### src/rtl/shared_vc_slot_allocator.sv
// shared_vc_slot_allocator
// Hands out the shared VC slots of one memory bank to the input VCs of the
// port that currently owns the bank. Round-robin among requesters, lowest
// free slot first, occupancy and owner tracking, sticky protocol error.
// Optional feature macro: SHARED_VC_STARVATION_EN (saturating per-requester
// wait counters; a saturated requester overrides round-robin).
module shared_vc_slot_allocator #(
    parameter int unsigned num_reqs         = 4,
    parameter int unsigned num_vcs_per_bank = 2,
    parameter int unsigned slot_idx_width   = 1,
    parameter int unsigned counter_width    = 4,
    localparam int unsigned req_idx_width   = (num_reqs > 1) ? $clog2(num_reqs) : 1
) (
    input  logic                                      clk,
    input  logic                                      reset,
    input  logic                                      bank_grant,
    input  logic                                      ready_for_allocation,
    input  logic [num_reqs-1:0]                       req,
    input  logic                                      release_valid,
    input  logic [slot_idx_width-1:0]                 release_slot,
    output logic [num_reqs-1:0]                       gnt,
    output logic                                      gnt_valid,
    output logic [slot_idx_width-1:0]                 gnt_slot,
    output logic [num_vcs_per_bank-1:0]               slot_busy,
    output logic [num_vcs_per_bank*req_idx_width-1:0] slot_owner,
    output logic                                      all_free,
    output logic                                      protocol_error
);

    logic [req_idx_width-1:0]                 rr_ptr;
    logic [req_idx_width-1:0]                 rr_ptr_next;
    logic [num_vcs_per_bank-1:0]              slot_busy_next;
    logic [num_vcs_per_bank*req_idx_width-1:0] slot_owner_next;
    logic                                     protocol_error_next;

    logic                                     en;
    logic                                     any_free;
    logic [slot_idx_width-1:0]                free_idx;
    logic                                     rr_found;
    logic [req_idx_width-1:0]                 rr_idx;
    logic                                     winner_found;
    logic [req_idx_width-1:0]                 winner_idx;
    logic                                     release_in_range;
    logic                                     release_ok;
    logic                                     release_bad;

    // Lowest-index free slot; scanned downwards so the lowest match wins.
    always_comb begin
        any_free = 1'b0;
        free_idx = '0;
        for (int s = int'(num_vcs_per_bank) - 1; s >= 0; s--) begin
            if (!slot_busy[s]) begin
                any_free = 1'b1;
                free_idx = slot_idx_width'(s);
            end
        end
    end

    // Grants are only possible inside the allocation window with a free slot.
    assign en = ~reset & bank_grant & ready_for_allocation & any_free;

    // Round-robin search: first requester at or after rr_ptr, wrapping.
    always_comb begin
        int unsigned cand;
        rr_found = 1'b0;
        rr_idx   = '0;
        cand     = 0;
        for (int unsigned k = 0; k < num_reqs; k++) begin
            cand = (32'(rr_ptr) + k) % num_reqs;
            if (!rr_found && req[req_idx_width'(cand)]) begin
                rr_found = 1'b1;
                rr_idx   = req_idx_width'(cand);
            end
        end
    end

`ifdef SHARED_VC_STARVATION_EN
    logic [counter_width-1:0] wait_cnt [num_reqs];
    logic [num_reqs-1:0]      starved;
    logic                     st_found;
    logic [req_idx_width-1:0] st_idx;

    // A requester is starved while it still requests and its counter is saturated.
    always_comb begin
        for (int r = 0; r < int'(num_reqs); r++) begin
            starved[r] = req[r] & (&wait_cnt[r]);
        end
    end

    // Lowest-index starved requester beats round-robin.
    always_comb begin
        st_found = 1'b0;
        st_idx   = '0;
        for (int r = int'(num_reqs) - 1; r >= 0; r--) begin
            if (starved[r]) begin
                st_found = 1'b1;
                st_idx   = req_idx_width'(r);
            end
        end
    end

    assign winner_found = st_found | rr_found;
    assign winner_idx   = st_found ? st_idx : rr_idx;

    // Saturating wait counters: count unserved request cycles, clear otherwise.
    always_ff @(posedge clk or posedge reset) begin
        if (reset) begin
            for (int r = 0; r < int'(num_reqs); r++) begin
                wait_cnt[r] <= '0;
            end
        end else begin
            for (int r = 0; r < int'(num_reqs); r++) begin
                if (!req[r] || gnt[r]) begin
                    wait_cnt[r] <= '0;
                end else if (!(&wait_cnt[r])) begin
                    wait_cnt[r] <= wait_cnt[r] + counter_width'(1);
                end
            end
        end
    end
`else
    logic unused_counter_cfg;
    assign unused_counter_cfg = |counter_width;
    assign winner_found       = rr_found;
    assign winner_idx         = rr_idx;
`endif

    // Combinational grant towards the input VCs.
    always_comb begin
        gnt_valid = en & winner_found;
        gnt       = '0;
        gnt_slot  = '0;
        if (gnt_valid) begin
            gnt      = num_reqs'(1) << winner_idx;
            gnt_slot = free_idx;
        end
    end

    // Release classification: a good release returns a busy, in-range slot.
    always_comb begin
        release_in_range = 32'(release_slot) < num_vcs_per_bank;
        release_ok       = release_valid & release_in_range & slot_busy[release_slot];
        release_bad      = release_valid & ~release_ok;
    end

    // Next occupancy/owner/pointer state; release and grant touch different slots.
    always_comb begin
        slot_busy_next      = slot_busy;
        slot_owner_next     = slot_owner;
        rr_ptr_next         = rr_ptr;
        protocol_error_next = protocol_error | release_bad;
        if (release_ok) begin
            slot_busy_next[release_slot] = 1'b0;
        end
        if (gnt_valid) begin
            slot_busy_next[gnt_slot] = 1'b1;
            slot_owner_next[32'(gnt_slot)*req_idx_width +: req_idx_width] = winner_idx;
            if (32'(winner_idx) == num_reqs - 1) begin
                rr_ptr_next = '0;
            end else begin
                rr_ptr_next = winner_idx + req_idx_width'(1);
            end
        end
    end

    // State registers; reset frees every slot immediately.
    always_ff @(posedge clk or posedge reset) begin
        if (reset) begin
            slot_busy      <= '0;
            slot_owner     <= '0;
            rr_ptr         <= '0;
            protocol_error <= 1'b0;
        end else begin
            slot_busy      <= slot_busy_next;
            slot_owner     <= slot_owner_next;
            rr_ptr         <= rr_ptr_next;
            protocol_error <= protocol_error_next;
        end
    end

    assign all_free = ~|slot_busy;

endmodule
### config.mk
export PLATFORM = sky130hd
export DESIGN_NAME = shared_vc_slot_allocator
export DESIGN_NICKNAME = d
export VERILOG_FILES = /design/src/rtl/shared_vc_slot_allocator.sv
export SDC_FILE = /design/constraint.sdc
export NUM_CORES = 1
export LEC_CHECK = 0
export CAP_MARGIN = 20
export CORE_MARGIN = 2
export CORE_UTILIZATION = 26
export CTS_BUF_LIST = sky130_fd_sc_hd__clkbuf_2 sky130_fd_sc_hd__clkbuf_4 sky130_fd_sc_hd__clkbuf_8
export CTS_CLUSTER_SIZE = 12
export DETAILED_ROUTE_END_ITERATION = 10
export PLACE_DENSITY = 0.49
export SYNTH_ARGS = -nofsm -noshare
export SYNTH_HDL_FRONTEND = slang
export SYNTH_SLANG_ARGS = --single-unit
### constraint.sdc
create_clock -name clk -period 2.4 [get_ports clk]
set_clock_uncertainty 0.2 [all_clocks]
set_input_delay 0.36 -clock clk [delete_from_list [all_inputs] [get_ports clk]]
set_output_delay 0.36 -clock clk [all_outputs]
set_load 0.05 [all_outputs]
==> results.json, run 1 <==
{
  "cts_tree": "done",
  "gp_congestion": 0.7329,
  "period_needed_ns": 2.338,
  "core_area_um2": 2233,
  "cp.arrival_ns": 1.78,
  "tightest_slew_ns": 0.4950,
  "synthCells": 65,
  "synth_simple_gate_area_share_pct": 25.15,
  "clock_path_buffers": 2,
  "route.met2.wl_um": 841,
  "grt_max_degree": 10,
  "internal_power_mw": 0.5263,
  "synth_top_family_by_area": "simple AND/OR/NAND/NOR gates",
  "chipWidth_um": 52.91,
  "syn_to_final_growth_pct": 77.06,
  "p_sw_mw": 0.4000,
  "slew_headroom_pct": 66.89,
  "drt_iter0_markers": 5,
  "start_util_pct": 27.84,
  "pwr-share-comb_pct": 58.1,
  "hpwl_um": 1374,
  "synth_compound_area_share_pct": 20.72,
  "dr.pass1.iters": 4,
  "yosys_warnings": 0,
  "grt_pass1_vias": 637,
  "synthMuxAreaShare_pct": 5.634,
  "irDropWorstVdd_v": 0.0003850,
  "area.sequential_um2": 227.7,
  "drc": 0,
  "power.density_nw_per_um2": 841.2,
  "cp.required_ns": 1.84,
  "grt_first_pass_wirelength_um": 2822,
  "wl_met3_um": 97,
  "fill_cells": 219,
  "avgViaCountPerCell": 4.813,
  "synth-seq-cells": 9,
  "cp_max_fo": 5,
  "numCtsBuffers": 3,
  "stdcell_count": 139,
  "cts.sinks": 9,
  "synth_area_um2": 621.8,
  "cts_root_buffer": "clkbuf_4",
  "outcome": "complete, no violations",
  "port_buffers": 23,
  "met1_length_um": 735,
  "nets": 126,
  "final_cell_mix": "buf_4, clkdlybuf4s50_1, dfrtp_1",
  "p_sw_share_pct": 43.18,
  "clkPwrFrac_pct": 13.8,
  "io_pins": 24,
  "setup_violations": 0,
  "mostFrequentLayoutCell": "buf_4",
  "diodes": 0,
  "synthAdderAreaFrac_pct": 8.048,
  "drive_above_1_share_pct": 38.74,
  "p_seq_share_pct": 28.1,
  "top_layer": "met4",
  "ys_seq_area_share_pct": 36.22,
  "drv_slew": 0,
  "timing.fmax_ghz": 0.4277,
  "hold_path.class": "in2async",
  "place_area_um2": 1006,
  "setup_ws_ns": 0.06175,
  "rsz0062_at_grt": "false",
  "routedWlPerCell_um": 12.17,
  "finalHoldViolations": 0,
  "rows": 17,
  "avgSynthCellArea_um2": 9.567,
  "fin_crit_sh_pct": 97.43,
  "grt_overflow": 0,
  "synthXorXnorAreaFrac_pct": 0,
  "maxCapViolations": 0,
  "die_h_um": 52.91,
  "cp-start-kind": "primary input",
  "ant_nets": 0,
  "grt_usage_pct": 14.07,
  "clk_pin_slew_worst_paths_ns": 0.06,
  "power.leakage_nw": 0.5062,
  "cp-end-kind": "primary output",
  "grt_antenna_before_repair": 0,
  "via_count": 669,
  "clock_latency_ns": 0.26,
  "h-tree-depth": 1,
  "wirelength_um": 1692,
  "critPathKind": "in2out",
  "die-area_um2": 2799,
  "syn-num-nets": 79,
  "design_area_um2": 1101,
  "multi_input_area_um2": 407.9,
  "post-place-ws_ns": -0.2174,
  "placed_cells": 131,
  "holdBufCountCts": 0,
  "synthDistinctLibCells": 29
}
==> state kept, by name, indices dropped and copies added, names as in the netlist <==
register and count:
rr_ptr 2, protocol_error 1, slot_busy 2, slot_owner 4
==> cells by family (layout without fill, tap and decap cells) <==
family                     Yosys count  after routing
buffers and inverters                5             51
muxes                                3              3
AOI/OAI and AO/OA                   18             18
and+or+nand+nor                     26             26
DFF                                  9              9
adders and majority gates            4              4
==> metrics by stage <==
step	TNS [ns]	hold slack [ns]	util, %	power, mW
finish	0	0.1989	49.30	0.9263
CTS	0	0.2062	48.80	0.9228
floorplan	0	-0.01208	-	0.5430
global placement	-0.6376	0.2454	45.04	0.7451
global route	0	0.2410	49.30	0.9876
detailed placement	-0.8909	0.2459	45.04	0.7472
==> critical path, stage by stage <==
cell and delay (ns):
dlygate4sd2_1 0.32, nor2b_1 0.20, a311oi_2 0.07, or2_2 0.33, ha_1 0.18, and2_1 0.16, buf_12 0.15
==> synthesized netlist by cell type <==
library cell | number | area share (%)
a21o_1 | 2 | 2.4
a21oi_1 | 2 | 1.6
a311oi_1 | 1 | 1.4
a31oi_1 | 2 | 2.0
and2_1 | 4 | 4.0
and3_4 | 1 | 1.8
and3b_1 | 1 | 1.4
buf_6 | 1 | 1.8
dfrtp_1 | 9 | 36
ha_1 | 4 | 8.0
inv_1 | 4 | 2.4
mux2_4 | 1 | 2.4
mux2i_1 | 2 | 3.2
nand2_1 | 5 | 3.0
nand2b_1 | 3 | 3.0
nand3_1 | 1 | 0.80
nand3b_1 | 1 | 1.2
nand4_1 | 1 | 1.0
nor2_1 | 3 | 1.8
nor2b_1 | 2 | 2.0
nor4_1 | 1 | 1.0
o21ai_0 | 1 | 0.80
o22a_1 | 1 | 1.4
o22ai_1 | 1 | 1.0
o31ai_1 | 6 | 7.2
o41ai_1 | 2 | 2.8
or2_2 | 1 | 1.0
or2b_1 | 1 | 1.2
or4_4 | 1 | 1.8
==> per-layer routing <==
| metal | global-route usage, % | vias up |
|---|---|---|
| li1 | - | 336 |
| met1 | 16.03 | 306 |
| met2 | 24.58 | 23 |
| met3 | 2.260 | 4 |
| met4 | 8.120 | 0 |
| met5 | 0 | - |
==> cell type report <==
cell class | instances | share of cell area, %
Clock buffer | 4 | 2.727
Inverter | 4 | 1.364
Multi-Input combinational cell | 51 | 37.05
Sequential cell | 9 | 20.68
Tap cell | 28 | 3.182
Timing Repair Buffer | 43 | 35.00
==> worst paths after layout <==
path / cells past startpoint / slack [ns] / endpoint / from
setup / recovery: 7 / 0.06 / gnt[1] / req[2]
hold / removal: 2 / 0.20 / slot_owner[3] / reset
setup reg to reg: 5 / 0.59 / rr_ptr[1] / rr_ptr[0]
hold reg to reg: 1 / 0.25 / protocol_error / protocol_error
max in group asynchronous: 2 / 1.53 / rr_ptr[0] / reset
min in group clk: 1 / 0.25 / protocol_error / protocol_error
==> power by group through the flow <==
stage,Combinational (mW),Sequential [mW],Clock [mW]
floorplan,0.181,0.362,0
global placement,0.490,0.255,0
detailed placement,0.493,0.254,0
CTS,0.528,0.262,0.133
global route,0.578,0.267,0.143
finish,0.539,0.260,0.128
==> what timing repair did <==
| item | 4_1_cts | 5_1_grt |
|---|---|---|
| pin swaps | 4 | 0 |
| resized for setup | 12 | 2 |
| endpoints found under the setup margin | 5 | 4 |
| setup buffers | 3 | 1 |
No activity file was read; power rests on OpenSTA's default activity.
==> inputs of run 2 (changes only) <==
CTS_CLUSTER_DIAMETER = 120   (was not set)
==> results of run 2 <==
The final DEF is identical to that of run 1; final timing and power are the same.
